--- config.mk ---
export PLATFORM = sky130hd
export DESIGN_NAME = logic_unit_pipe_flat
export DESIGN_NICKNAME = d
export VERILOG_FILES = /design/src/rtl/logic_unit_pkg.sv /design/src/rtl/logic_unit_pipe_if.sv /design/src/rtl/logic_unit_core.sv /design/src/rtl/logic_unit_pipe.sv /design/src/flat_wrapper.sv
export SDC_FILE = /design/constraint.sdc
export NUM_CORES = 1
export LEC_CHECK = 0
export ABC_AREA = 1
export BUFFER_PORTS_ARGS = -buffer_cell sky130_fd_sc_hd__clkbuf_2
export CAP_MARGIN = 5
export CORE_MARGIN = 2
export CORE_UTILIZATION = 45
export DETAILED_ROUTE_END_ITERATION = 8
export PLACE_DENSITY = 0.66
export SYNTH_ARGS = -nofsm -noshare
export SYNTH_HDL_FRONTEND = slang
export SYNTH_HIERARCHICAL = 1
export SYNTH_SLANG_ARGS = --single-unit
export TNS_END_PERCENT = 20
--- constraint.sdc ---
create_clock -name clk -period 3.5 [get_ports clk]
set_clock_uncertainty 0.15 [all_clocks]
set_input_delay 0.7 -clock clk [delete_from_list [all_inputs] [get_ports clk]]
set_output_delay 0.7 -clock clk [all_outputs]
set_load 0.005 [all_outputs]
--- src/rtl/logic_unit_pkg.sv ---
// -----------------------------------------------------------------------------
// logic_unit_pkg
// Shared definitions for the pipelined bitwise logic unit.
//   OP_W     : opcode width in bits
//   opcode_t : per-transaction gate selection (OP_RSVD flags an error)
// -----------------------------------------------------------------------------
package logic_unit_pkg;

    localparam int OP_W = 3;

    typedef enum logic [OP_W-1:0] {
        OP_AND  = 3'd0,
        OP_OR   = 3'd1,
        OP_NAND = 3'd2,
        OP_NOT  = 3'd3,
        OP_NOR  = 3'd4,
        OP_XOR  = 3'd5,
        OP_XNOR = 3'd6,
        OP_RSVD = 3'd7
    } opcode_t;

endpackage

--- src/rtl/logic_unit_pipe_if.sv ---
// -----------------------------------------------------------------------------
// logic_unit_pipe_if
// Bundles the command, result and counter signals of logic_unit_pipe.
//   slave  : the logic unit itself
//   master : command source / result consumer (and counter control)
//
// Handshake: a beat transfers on a rising clk edge when valid and ready are
// both 1 on that side. A source holding valid may change or drop it freely
// before the transfer; data is only sampled on the transfer edge. in_ready is
// a combinational function of the output register state and out_ready.
// -----------------------------------------------------------------------------
interface logic_unit_pipe_if #(
    parameter int WIDTH = 8,
    parameter int CNT_W = 16
);
    import logic_unit_pkg::*;

    logic             in_valid;
    logic             in_ready;
    logic [OP_W-1:0]  in_op;
    logic             in_chain;
    logic [WIDTH-1:0] in_a;
    logic [WIDTH-1:0] in_b;

    logic             out_valid;
    logic             out_ready;
    logic [WIDTH-1:0] out_y;
    logic             out_zero;
    logic             out_parity;
    logic             out_err;

    logic             cnt_clr;
    logic [CNT_W-1:0] txn_count;

    modport slave (
        input  in_valid, in_op, in_chain, in_a, in_b, out_ready, cnt_clr,
        output in_ready, out_valid, out_y, out_zero, out_parity, out_err,
               txn_count
    );

    modport master (
        output in_valid, in_op, in_chain, in_a, in_b, out_ready, cnt_clr,
        input  in_ready, out_valid, out_y, out_zero, out_parity, out_err,
               txn_count
    );

endinterface

--- src/rtl/logic_unit_core.sv ---
// -----------------------------------------------------------------------------
// logic_unit_core
// Purely combinational gate function selected by opcode.
//   op  : opcode (logic_unit_pkg::opcode_t encoding)
//   a   : operand A
//   bo  : effective operand B (already muxed with the chained result)
//   y   : bitwise result; 0 for the reserved opcode
//   err : 1 when the reserved opcode was used
// -----------------------------------------------------------------------------
module logic_unit_core
    import logic_unit_pkg::*;
#(
    parameter int WIDTH = 8
) (
    input  logic [OP_W-1:0]  op,
    input  logic [WIDTH-1:0] a,
    input  logic [WIDTH-1:0] bo,
    output logic [WIDTH-1:0] y,
    output logic             err
);

    always_comb begin
        y   = '0;
        err = 1'b0;
        case (opcode_t'(op))
            OP_AND:  y = a & bo;
            OP_OR:   y = a | bo;
            OP_NAND: y = ~(a & bo);
            OP_NOT:  y = ~bo;
            OP_NOR:  y = ~(a | bo);
            OP_XOR:  y = a ^ bo;
            OP_XNOR: y = ~(a ^ bo);
            OP_RSVD: begin
                y   = '0;
                err = 1'b1;
            end
        endcase
    end

endmodule

--- src/rtl/logic_unit_pipe.sv ---
// -----------------------------------------------------------------------------
// logic_unit_pipe
// Registered bitwise logic unit with valid/ready on both sides.
//   clk : rising-edge clock
//   rst : asynchronous, active-high reset
//   bus : logic_unit_pipe_if slave port
//         in_*      command side (opcode, chain select, operands)
//         out_*     one-stage result register plus zero/parity/err flags
//         cnt_clr   synchronous clear of txn_count (wins over increment)
//         txn_count saturating count of completed output handshakes
// -----------------------------------------------------------------------------
module logic_unit_pipe
    import logic_unit_pkg::*;
#(
    parameter int WIDTH = 8,
    parameter int CNT_W = 16
) (
    input  logic              clk,
    input  logic              rst,
    logic_unit_pipe_if.slave  bus
);

    localparam logic [CNT_W-1:0] CNT_MAX = '1;

    logic             accept_in;
    logic             accept_out;
    logic             ready;
    logic [WIDTH-1:0] bo;
    logic [WIDTH-1:0] core_y;
    logic             core_err;

    logic             valid_q;
    logic [WIDTH-1:0] y_q;
    logic             err_q;
    logic [WIDTH-1:0] last_y;
    logic [CNT_W-1:0] cnt_q;

    // The output register can take a new beat when empty or when its
    // current beat leaves in the same cycle, so continuous out_ready
    // gives one transaction per clock with no bubble.
    assign ready      = ~valid_q | bus.out_ready;
    assign accept_in  = bus.in_valid & ready;
    assign accept_out = valid_q & bus.out_ready;

    // last_y is written on every accept, so a transaction accepted on the
    // very next edge already sees its predecessor's result here.
    assign bo = bus.in_chain ? last_y : bus.in_b;

    logic_unit_core #(
        .WIDTH (WIDTH)
    ) u_core (
        .op  (bus.in_op),
        .a   (bus.in_a),
        .bo  (bo),
        .y   (core_y),
        .err (core_err)
    );

    always_ff @(posedge clk or posedge rst) begin
        if (rst) begin
            valid_q <= 1'b0;
            y_q     <= '0;
            err_q   <= 1'b0;
            last_y  <= '0;
        end else if (accept_in) begin
            valid_q <= 1'b1;
            y_q     <= core_y;
            err_q   <= core_err;
            last_y  <= core_y;
        end else if (accept_out) begin
            // Data holds its last value once consumed; only valid drops.
            valid_q <= 1'b0;
        end
    end

    always_ff @(posedge clk or posedge rst) begin
        if (rst) begin
            cnt_q <= '0;
        end else if (bus.cnt_clr) begin
            cnt_q <= '0;
        end else if (accept_out && (cnt_q != CNT_MAX)) begin
            cnt_q <= cnt_q + 1'b1;
        end
    end

    assign bus.in_ready   = ready;
    assign bus.out_valid  = valid_q;
    assign bus.out_y      = y_q;
    // Flags follow the registered result, so they reset to zero=1 parity=0.
    assign bus.out_zero   = (y_q == '0);
    assign bus.out_parity = ^y_q;
    assign bus.out_err    = err_q;
    assign bus.txn_count  = cnt_q;

endmodule

--- src/flat_wrapper.sv ---
// flat-port wrapper written by rule: the top's interface ports become plain ports
module logic_unit_pipe_flat import logic_unit_pkg::*;
#(
    parameter int WIDTH = 8,
    parameter int CNT_W = 16
)
  (clk, rst, bus_in_valid, bus_in_op, bus_in_chain, bus_in_a, bus_in_b, bus_out_ready, bus_cnt_clr, bus_in_ready, bus_out_valid, bus_out_y, bus_out_zero, bus_out_parity, bus_out_err, bus_txn_count);
  logic_unit_pipe_if #(.WIDTH(WIDTH), .CNT_W(CNT_W)) bus_i ();
  input  logic clk;
  input  logic rst;
  input wire logic [$bits(bus_i.in_valid)-1:0] bus_in_valid;
  input wire logic [$bits(bus_i.in_op)-1:0] bus_in_op;
  input wire logic [$bits(bus_i.in_chain)-1:0] bus_in_chain;
  input wire logic [$bits(bus_i.in_a)-1:0] bus_in_a;
  input wire logic [$bits(bus_i.in_b)-1:0] bus_in_b;
  input wire logic [$bits(bus_i.out_ready)-1:0] bus_out_ready;
  input wire logic [$bits(bus_i.cnt_clr)-1:0] bus_cnt_clr;
  output wire logic [$bits(bus_i.in_ready)-1:0] bus_in_ready;
  output wire logic [$bits(bus_i.out_valid)-1:0] bus_out_valid;
  output wire logic [$bits(bus_i.out_y)-1:0] bus_out_y;
  output wire logic [$bits(bus_i.out_zero)-1:0] bus_out_zero;
  output wire logic [$bits(bus_i.out_parity)-1:0] bus_out_parity;
  output wire logic [$bits(bus_i.out_err)-1:0] bus_out_err;
  output wire logic [$bits(bus_i.txn_count)-1:0] bus_txn_count;
  assign bus_i.in_valid = bus_in_valid;
  assign bus_i.in_op = bus_in_op;
  assign bus_i.in_chain = bus_in_chain;
  assign bus_i.in_a = bus_in_a;
  assign bus_i.in_b = bus_in_b;
  assign bus_i.out_ready = bus_out_ready;
  assign bus_i.cnt_clr = bus_cnt_clr;
  assign bus_in_ready = bus_i.in_ready;
  assign bus_out_valid = bus_i.out_valid;
  assign bus_out_y = bus_i.out_y;
  assign bus_out_zero = bus_i.out_zero;
  assign bus_out_parity = bus_i.out_parity;
  assign bus_out_err = bus_i.out_err;
  assign bus_txn_count = bus_i.txn_count;
  logic_unit_pipe #(.WIDTH(WIDTH), .CNT_W(CNT_W)) u_core (.clk(clk), .rst(rst), .bus(bus_i));
endmodule
==> out/metrics.cfg <==
[status]
outcome = completed

[sta]
max-slew-margin-rel = 0.336
tightest_slew_ns = 0.995
timing.fmax_mhz = 416
slew_violations = 0
min_period_ns = 2.41
rsz0062_at_grt = no
worst_slack_ns = 1.09
fin_crit_sh = 0.687
hold_viol = 0
hold_slack_ns = 0.370
fin_tns_setup_ns = 0
setup_viol = 0

[critical_path]
critPathBufInv = 2
crit_arrival_ns = 1.56
crit_family = flip-flops
critPathLaunchType = flip-flop
cpPeakStageDelay_ns = 0.39
path_cells = inv_1, ha_1, xor2_1, xnor2_1, clkbuf_2
crit_type = reg2out
crit_required_ns = 2.65
slowest_stage = dfrtp_1
worstSetupEndpointType = output pin
worstPathMaxFanout = 3

[yosys]
yosysSeqAreaShare = 0.269
synth_cell_types = 34
yosys_warnings = 6
synthCells = 366
synth-seq-cells = 26
syn-cell-area_sq_um = 2420
yosys_most_used_dff = dfrtp_1
ys_async_sr_fraction = 1.00
synth_nets = 412
syn_avg_cell_area_sq_um = 6.62
synth_edf_count = 0

[routing]
ant_nets = 0
vias = 2455
drc_errors = 0
firstDrtPassIters = 6
detail_route.vias_per_cell = 5.07
wl_per_cell_um = 12.4
drtIter0Drc = 164
wl_um = 6010

[clock_tree]
clkLatencyLatePin_ns = 0.28
cts_tree = yes
clock-sinks = 26
cts_made_buffers = 3
post-cts-setup-buffers = 0
cts_buffer_depth = 2
clk_pin_slew_ns = 0.09
cts_resized = 0
cts-hold-fix-buffers = 0
cts.htree.levels = 1
root_buffer = clkbuf_8

[global_route]
antenna_found_initial = 0
grt_pass1_wl_um = 10200
grt_start_max_net_pins = 27
grt_pass1_vias = 2185
grt.overflow.total = 0
grt_usage = 0.205

[power]
power_density_nw_per_um2 = 324
p_leak_uw = 0.00155
irDropWorstVdd_v = 0.000222

[layout]
area_delta_synth_final_pct = 14.9
drive_above_1_share = 0.188
n_antenna_cell = 0
design_area_sq_um = 2780
nets = 461
final_common_cell = nand2_1
final_cell_mix = nand2_1 (89), nor2_1 (67), clkbuf_2 (53)
n_fill_cell = 548

[run]
maxCapViolations = 0

[floorplanning]
die-area_sq_um = 5990
io_pins = 54
num_rows = 26
die_h_um = 77.4
initial_utilization = 0.471
core_sq_um = 5140
die_w_um = 77.4

[placement]
io_buffers = 53
dpl_cell_area_sq_um = 2710
place_ws_ns = 1.01
place.gp.congestion = 0.913
hpwlAfterDp_um = 4650

[worst_hold_path]
min_path_type = reg2reg

## metal layers
layer	vias up	track usage	wire, um
met3	6	0.0291	325
met4	0	0.0393	51
met2	67	0.321	2660
li1	1266	-	-
met5	-	0	0
met1	1116	0.302	2970
## cell usage after synthesis, drive strengths merged (4+ instances only)
| library cell | n | area (sq um) |
|---|---|---|
| ha | 21 | 263 |
| dfrtp | 26 | 651 |
| nand4 | 16 | 100 |
| xor2 | 4 | 35.0 |
| nand3 | 39 | 200 |
| a21oi | 19 | 95.1 |
| buf | 6 | 52.6 |
| nor2 | 72 | 303 |
| nand2 | 94 | 375 |
| inv | 48 | 185 |
## per-stage QoR
stage | instances | total power (uW) | utilization
after floorplan | 366 | 548 | -
after global placement | 480 | 650 | 0.528
after detailed placement | 480 | 653 | 0.528
after CTS | 484 | 912 | 0.541
after global routing | 484 | 967 | 0.541
final | 484 | 902 | 0.541
## power by group
part / switching (uW) / total (uW) / internal, uW / leakage (uW)
sequential: 14.6 / 337 / 322 / 0.000339
combinational: 183 / 310 / 127 / 0.00118
clock: 102 / 255 / 153 / 0.0000357
## state kept, by name (all words and copies together) (netlist names)
signal,flops
u_core/bus.out_valid,1
u_core/bus.out_err,1
u_core/bus.txn_count,16
u_core/last_y,8
## logic make-up (layout without fill, tap and decap cells)
group,after synthesis,count (layout),synth area share
DFF,26,26,0.269
xor gates and xnor gates,7,7,0.0253
and+or+nand+nor,228,228,0.429
AOI/OAI and AO/OA,25,25,0.0594
buffers and inverters,58,106,0.104
muxes,1,1,0.00465
adders and majority gates,21,21,0.108
## cell type report
class / count / area (sq um) / share of cell area
Timing Repair Buffer: 53 / 265 / 0.0953
Sequential cell: 26 / 651 / 0.234
Inverter: 49 / 189 / 0.0679
Clock inverter: 1 / 30.0 / 0.0108
Clock buffer: 3 / 41.3 / 0.0148
Tap cell: 70 / 87.6 / 0.0315
Multi-Input combinational cell: 282 / 1520 / 0.546
## path summary, 6_finish.rpt
| check | start | endpoint | slack, ns | cells after the start |
|---|---|---|---|---|
| setup / recovery | u_core/last_y[3] | bus_out_parity | 1.09 | 5 |
| hold / removal | u_core/bus.out_err | u_core/bus.out_err | 0.37 | 1 |
| setup reg to reg | u_core/bus.txn_count[0] | u_core/bus.txn_count[12] | 1.37 | 8 |
| hold reg to reg | u_core/bus.out_err | u_core/bus.out_err | 0.37 | 1 |
| max in group asynchronous | rst | u_core/last_y[4] | 2.12 | 2 |
| min in group asynchronous | rst | u_core/bus.txn_count[13] | 0.47 | 2 |
Note: power is estimated with default switching activity, not from simulation.
